### config.mk
export PLATFORM = sky130hd
export DESIGN_NAME = vga_pixel_compositor
export DESIGN_NICKNAME = d
export VERILOG_FILES = /design/src/rtl/vga_pkg.sv /design/src/rtl/vga_obj_hit.sv /design/src/rtl/vga_pixel_compositor.sv
export SDC_FILE = /design/constraint.sdc
export NUM_CORES = 1
export LEC_CHECK = 0
export ABC_AREA = 0
export BUFFER_PORTS_ARGS = -buffer_cell sky130_fd_sc_hd__buf_2
export CORE_UTILIZATION = 62
export DETAILED_ROUTE_END_ITERATION = 12
export PLACE_DENSITY = 0.81
export SLEW_MARGIN = 20
export SYNTH_ARGS = -nofsm -noshare
export SYNTH_HDL_FRONTEND = slang
export SYNTH_SLANG_ARGS = --single-unit
### constraint.sdc
create_clock -name clk -period 5.17 [get_ports clk]
set_input_delay 1.551 -clock clk [delete_from_list [all_inputs] [get_ports clk]]
set_output_delay 1.551 -clock clk [all_outputs]
set_load 0.005 [all_outputs]
### src/rtl/vga_pkg.sv
// Shared types for the VGA overlay path: pixel colour, rectangle attributes,
// and the commit FSM encoding.
package vga_pkg;

   localparam int unsigned H_ACTIVE = 800;
   localparam int unsigned V_ACTIVE = 600;
   localparam int unsigned COORD_W  = 10;

   typedef logic [11:0]        rgb_t;
   typedef logic [COORD_W-1:0] coord_t;

   typedef struct packed {
      logic   en;
      coord_t x;
      coord_t y;
      coord_t w;
      coord_t h;
      rgb_t   rgb;
   } obj_t;

   typedef enum logic [0:0] {
      StIdle,
      StCommit
   } commit_st_e;

   // One extra bit so that start + length never wraps back into the screen.
   function automatic logic [COORD_W:0] span_end(input coord_t start, input coord_t len);
      return {1'b0, start} + {1'b0, len};
   endfunction

endpackage

### src/rtl/vga_obj_hit.sv
// Combinational rectangle containment test, one per overlay object.
module vga_obj_hit
   import vga_pkg::*;
#(
   parameter int unsigned NUM_OBJ = 4
) (
   input  coord_t                    x_i,
   input  coord_t                    y_i,
   input  obj_t   [NUM_OBJ-1:0]      objs_i,
   output logic   [NUM_OBJ-1:0]      hit_o
);

   for (genvar i = 0; i < NUM_OBJ; i++) begin : g_obj
      logic [COORD_W:0] x_end;
      logic [COORD_W:0] y_end;
      logic             in_x;
      logic             in_y;

      assign x_end = span_end(objs_i[i].x, objs_i[i].w);
      assign y_end = span_end(objs_i[i].y, objs_i[i].h);

      // Zero width or height gives an empty interval, so it never hits.
      assign in_x = (x_i >= objs_i[i].x) && ({1'b0, x_i} < x_end);
      assign in_y = (y_i >= objs_i[i].y) && ({1'b0, y_i} < y_end);

      assign hit_o[i] = objs_i[i].en & in_x & in_y;
   end

endmodule

### src/rtl/vga_pixel_compositor.sv
// Overlays double-buffered solid rectangles on the background ROM image and
// drives registered RGB plus 2-cycle delay-matched syncs to the DAC.
module vga_pixel_compositor
   import vga_pkg::*;
#(
   parameter int unsigned NUM_OBJ = 4,
   parameter int unsigned RGB_W   = 12,
   parameter int unsigned FCNT_W  = 16
) (
   input  logic              clk,
   input  logic              rst,
   input  logic [9:0]        pix_x,
   input  logic [9:0]        pix_y,
   input  logic              pix_de,
   input  logic              hs_in,
   input  logic              vs_in,
   input  logic [RGB_W-1:0]  rom_data,
   input  logic              upd_valid,
   output logic              upd_ready,
   input  logic [2:0]        upd_id,
   input  logic              upd_en,
   input  logic [9:0]        upd_x,
   input  logic [9:0]        upd_y,
   input  logic [9:0]        upd_w,
   input  logic [9:0]        upd_h,
   input  logic [RGB_W-1:0]  upd_rgb,
   output logic [RGB_W-1:0]  vga_rgb,
   output logic              vga_hs,
   output logic              vga_vs,
   output logic [FCNT_W-1:0] frame_cnt
);

   obj_t [NUM_OBJ-1:0] pend_q, pend_d;
   obj_t [NUM_OBJ-1:0] act_q, act_d;
   commit_st_e         state_q, state_d;
   logic               ready_q, ready_d;
   logic [FCNT_W-1:0]  fcnt_q, fcnt_d;

   coord_t             x1_q, x1_d;
   coord_t             y1_q, y1_d;
   logic               de1_q, de1_d;
   logic               hs1_q, hs1_d;
   logic               vs1_q, vs1_d;

   logic [RGB_W-1:0]   rgb2_q, rgb2_d;
   logic               hs2_q, hs2_d;
   logic               vs2_q, vs2_d;

   logic               upd_fire;
   logic               vs_fall;
   obj_t               upd_obj;
   logic [NUM_OBJ-1:0] hit;
   logic [RGB_W-1:0]   colour;

   assign upd_fire = upd_valid & ready_q;
   // vs1_q doubles as the previous vs_in sample for edge detection.
   assign vs_fall  = vs1_q & ~vs_in;

   assign upd_obj = '{en:  upd_en,
                      x:   upd_x,
                      y:   upd_y,
                      w:   upd_w,
                      h:   upd_h,
                      rgb: rgb_t'(upd_rgb)};

   always_comb begin
      pend_d = pend_q;
      for (int unsigned i = 0; i < NUM_OBJ; i++) begin
         if (upd_fire && (upd_id == 3'(i))) begin
            pend_d[i] = upd_obj;
         end
      end
   end

   // Commit is taken one cycle after the falling edge so a write accepted in the
   // detection cycle still lands in the pending bank before it is copied.
   always_comb begin
      state_d = state_q;
      ready_d = 1'b1;
      act_d   = act_q;
      fcnt_d  = fcnt_q;
      unique case (state_q)
         StIdle: begin
            if (vs_fall) begin
               state_d = StCommit;
               ready_d = 1'b0;
            end
         end
         StCommit: begin
            state_d = StIdle;
            act_d   = pend_q;
            fcnt_d  = fcnt_q + FCNT_W'(1);
         end
      endcase
   end

   vga_obj_hit #(
      .NUM_OBJ (NUM_OBJ)
   ) u_obj_hit (
      .x_i    (x1_q),
      .y_i    (y1_q),
      .objs_i (act_q),
      .hit_o  (hit)
   );

   // Lowest index wins, so scan from the top down and let lower hits overwrite.
   always_comb begin
      colour = rom_data;
      for (int i = int'(NUM_OBJ) - 1; i >= 0; i--) begin
         if (hit[i]) begin
            colour = RGB_W'(act_q[i].rgb);
         end
      end
   end

   always_comb begin
      x1_d   = pix_x;
      y1_d   = pix_y;
      de1_d  = pix_de;
      hs1_d  = hs_in;
      vs1_d  = vs_in;
      rgb2_d = de1_q ? colour : '0;
      hs2_d  = hs1_q;
      vs2_d  = vs1_q;
   end

   always_ff @(posedge clk or negedge rst) begin
      if (!rst) begin
         pend_q  <= '0;
         act_q   <= '0;
         state_q <= StIdle;
         ready_q <= 1'b0;
         fcnt_q  <= '0;
         x1_q    <= '0;
         y1_q    <= '0;
         de1_q   <= 1'b0;
         hs1_q   <= 1'b1;
         vs1_q   <= 1'b1;
         rgb2_q  <= '0;
         hs2_q   <= 1'b1;
         vs2_q   <= 1'b1;
      end else begin
         pend_q  <= pend_d;
         act_q   <= act_d;
         state_q <= state_d;
         ready_q <= ready_d;
         fcnt_q  <= fcnt_d;
         x1_q    <= x1_d;
         y1_q    <= y1_d;
         de1_q   <= de1_d;
         hs1_q   <= hs1_d;
         vs1_q   <= vs1_d;
         rgb2_q  <= rgb2_d;
         hs2_q   <= hs2_d;
         vs2_q   <= vs2_d;
      end
   end

   assign upd_ready = ready_q;
   assign vga_rgb   = rgb2_q;
   assign vga_hs    = hs2_q;
   assign vga_vs    = vs2_q;
   assign frame_cnt = fcnt_q;

endmodule

==> impl_metrics.csv <==
group,metric,value,unit
critical_path,cp.required,5.67,ns
cells_and_area,share_of_final_layout_standard_cells_stronger_than_drive_strength_1,27.4,%
clock_network,clk_path_buf_depth,3,
yosys,synth.yosys.seq_area_share,49.1,%
pwr,power_switching_share,34.6,%
pwr,p_int,9.47,mW
die,io-pin-count,125,
die,core_area,38700,sq um
yosys,post_synthesis_share_of_cell_area_spent_on_full_adders_half_adders_and_majority_gates,12.6,%
timing,slew_viol_final,0,
global_route,grt_max_degree,169,
global_route,antenna_found_initial,5,
timing,min_period_over_period,89.5,%
detailed_routing,route.detailed.wl_per_inst,21.0,um
clock_network,cts_hold_repair.buffers,0,
critical_path,cp-end-kind,"register",
clock_network,clock_sinks,479,
yosys,cell_area_after_technology_mapping,24400,sq um
yosys,area_fraction_in_compound_gates_after_synthesis,10.7,%
yosys,syn_area_per_cell,12.1,sq um
yosys,synth.ff_latch_count,479,
pwr,power_density_of_the_placed_cells,527,nW/um^2
yosys,postSynth.topFlopCell,"dfrtp_1",
cells_and_area,final_core_utilization,70.9,%
yosys,xor_xnor_portion_of_the_synthesized_cell_area,2.33,%
clock_network,cts_post_setup_buffers_inserted,0,
yosys,postSynth.asyncResetShare,100,%
global_route,first_global_vias,17645,
die,die_width,201,um
yosys,synthMuxAreaShare,16.2,%
yosys,synth-simple-area-share,6.01,%
clock_network,cts_inserted_buffers,51,
pwr,power_switching,5.01,mW
detailed_routing,drt_pass1_iterations,5,
yosys,synth_cells,2024,
critical_path,critical-path-max-stage-delay,0.55,ns
placement,port-buffer-count,124,
die,fp.dieArea,40200,sq um
placement,place_area,25700,sq um
detailed_routing,routed_via_density,6.13,
pwr,static-leakage-power,12.8,nW
placement,place.gp.congestion,0.888,
cells_and_area,final_net_count,2491,
yosys,ys_types,79,
detailed_routing,drcViolationCount,0,
die,die-height,201,um
timing,final_setup_vio_count,0,
yosys,synth-edff-count,0,
yosys,synth_top_cell_by_area,"dfrtp_1",
hold_path,min_path_type,"register to register",
critical_path,slowest_stage,"a221o_2",
pwr,comb_power_share,36.9,%
pwr,clock_power_share,25.5,%
yosys,synth-warning-count,0,
timing,unrepaired_setup_endpoints_after_global_routing,"no",
clock_network,ctsResizeCount,0,
clock_network,clock_insertion_delay_at_the_later_pin_of_the_skew_report,0.61,ns
detailed_routing,vias,16648,
placement,place_ws,0.735,ns
clock_network,clock_tree_from_tritoncts,"done",
timing,post-route-worst-setup-slack,0.543,ns
critical_path,critPathKind,"register to register",
global_route,grt_overflow,0,
pwr,fin_total_pwr,14.5,mW
yosys,biggest_area_contributors_in_the_synthesized_netlist,"dfrtp_1, mux2_2, ha_1",
critical_path,crit_family,"compound AO/OA/AOI/OAI gates",
yosys,mappedNetlistNets,2359,
cells_and_area,flow.area_growth_from_synthesis,12.3,%
critical_path,critical_path.n_buffers_inverters,0,
critical_path,crit_path_start_kind,"register",
die,initial_utilization,63.1,%
clock_network,root_buffer,"clkbuf_16",
yosys,combinational_family_with_the_most_area_after_synthesis,"multiplexers",
clock_network,cts_max_level,2,
critical_path,timing.critical_path.cells,"ha_1 -> fa_1 -> a21oi_1 -> nor2_1 -> o21ai_0 -> nand2b_1 -> a21oi_1 -> xor2_1 -> ha_1 -> nand4_1 -> and3_1 -> o21ai_1 -> a41oi_1 -> a221o_2 -> and3_4 -> a211o_1 -> a32o_1",
global_route,grt.total_usage,29.2,%
run,max_cap_viol_count,0,
detailed_routing,route.antenna.remaining_nets,0,
yosys,yosysTopAreaCellShare,48.6,%
timing,finClkSkew,0.0203,ns
timing,relSlewSlack,25.6,%
die,rows,72,
cells_and_area,fillerInstances,2642,
timing,period_minus_slack,4.63,ns
critical_path,worstPathMaxFanout,13,
global_route,grt_pass1_wl,92900,um
critical_path,critPathArrivalTime,5.13,ns
pwr,share_seq_of_total_power,37.5,%
timing,hold_violations,0,
yosys,synthMostInstantiatedCell,"dfrtp_1",
pwr,worst_ir_drop_vdd,0.299,mV
timing,fmaxAchievable,216,MHz
cells_and_area,post-route-cell-area,27500,sq um
timing,worst-slew-pin-transition,1.11,ns
detailed_routing,detail_route.wirelength,57000,um
timing,fin_tns_setup,0,ns
yosys,ys_top_cells_by_count,"dfrtp_1, mux2_2, ha_1, inv_1, o21ai_0",
outcome,result_of_the_run,"finished clean",
detailed_routing,detail_route.iter0.violations,1005,
placement,place.detailed.hpwl,39600,um
clock_network,clock_pin_transition_on_the_worst_setup_and_hold_timing_paths,0.06,ns
## cells by family after synthesis
family	Yosys count
flip-flops	479
AO/OA/AOI/OAI	395
multiplexers	351
AND/OR/NAND/NOR	298
adder cells (fa/ha/maj)	241
buffers and inverters	195
XOR/XNOR	65
## path summary, 6_finish.rpt
check	slack, ns	start	cells after the start	to
setup / recovery	0.54	act_q[201]$_DFFE_PN0P_	17	vga_rgb[3]$_DFF_PN0_
hold / removal	0.36	hs1_q$_DFF_PN1_	0	vga_hs$_DFF_PN1_
setup reg to reg	0.54	act_q[201]$_DFFE_PN0P_	17	vga_rgb[3]$_DFF_PN0_
hold reg to reg	0.36	hs1_q$_DFF_PN1_	0	vga_hs$_DFF_PN1_
max in group asynchronous	3.21	rst	3	act_q[57]$_DFFE_PN0P_
min in group asynchronous	0.83	rst	1	x1_q[3]$_DFF_PN0_
## per-layer routing
layer	up-vias	GRT usage (%)	share of wire, %
met4	4	12.7	3.5
met3	140	5.65	6.1
li1	7566	-	-
met1	8487	39.7	44
met5	-	0	0.040
met2	451	45.9	47
## power groups by stage
stage | registers (mW) | clock network, mW | logic (mW)
after detailed placement | 5.47 | 0 | 5.23
final | 5.44 | 3.70 | 5.35
after global routing | 5.56 | 3.90 | 5.94
after floorplan | 5.21 | 0 | 3.98
after global placement | 5.42 | 0 | 4.92
after CTS | 5.43 | 3.76 | 5.30
## sequential cells by signal (all words and copies together) (netlist names)
name	count
act_q	212
vga_vs	1
vga_hs	1
state_q	1
vga_rgb	12
vs1_q	1
upd_ready	1
y1_q	10
de1_q	1
x1_q	10
hs1_q	1
pend_q	212
frame_cnt	16
## final cells by class
type	count	area, sq um	share of cell area, %
antenna	3	7.51	0.0273
clock inverter	16	224	0.815
multi-input combinational	1350	11700	42.7
inverter	130	488	1.78
clock buffer	76	1480	5.39
sequential	479	12000	43.7
tap	518	648	2.36
timing repair buffer	144	888	3.23
## worst register-to-register path, cell delays in order, from the launching register on
cell,delay (ns)
dfrtp_1,0.40
ha_1,0.22
fa_1,0.44
a21oi_1,0.32
nor2_1,0.10
o21ai_0,0.29
nand2b_1,0.10
a21oi_1,0.22
xor2_1,0.10
ha_1,0.35
nand4_1,0.10
and3_1,0.20
o21ai_1,0.13
a41oi_1,0.16
a221o_2,0.55
and3_4,0.27
a211o_1,0.32
a32o_1,0.24
## per-stage QoR
stage / hold slack (ns) / cells
finish: 0.358 / 2716
global route: 0.359 / 2715
CTS: 0.359 / 2712
detailed placement: 0.350 / 2620
global placement: 0.347 / 2620
floorplan: 0.345 / 2024
## cell usage in the layout (no fill, tap or decap), types with 14 or more instances in the layout
cell type / Yosys / final
xnor2_1: 43 / 43
nand2b_1: 28 / 28
ha_1: 233 / 233
nor3_1: 20 / 19
a21oi_1: 69 / 69
buf_2: 3 / 123
inv_1: 129 / 129
a211o_1: 14 / 14
mux2_2: 350 / 350
a21o_1: 34 / 34
clkbuf_16: 0 / 51
clkbuf_1: 55 / 14
nor2_1: 45 / 44
dfrtp_1: 475 / 474
nand2_1: 108 / 107
o21a_1: 18 / 18
o21ai_0: 119 / 119
a31oi_1: 19 / 19
o21bai_1: 19 / 19
nand3_1: 31 / 30
xor2_1: 22 / 22
nand4_1: 15 / 15
Power figures use the tool's default switching activity.
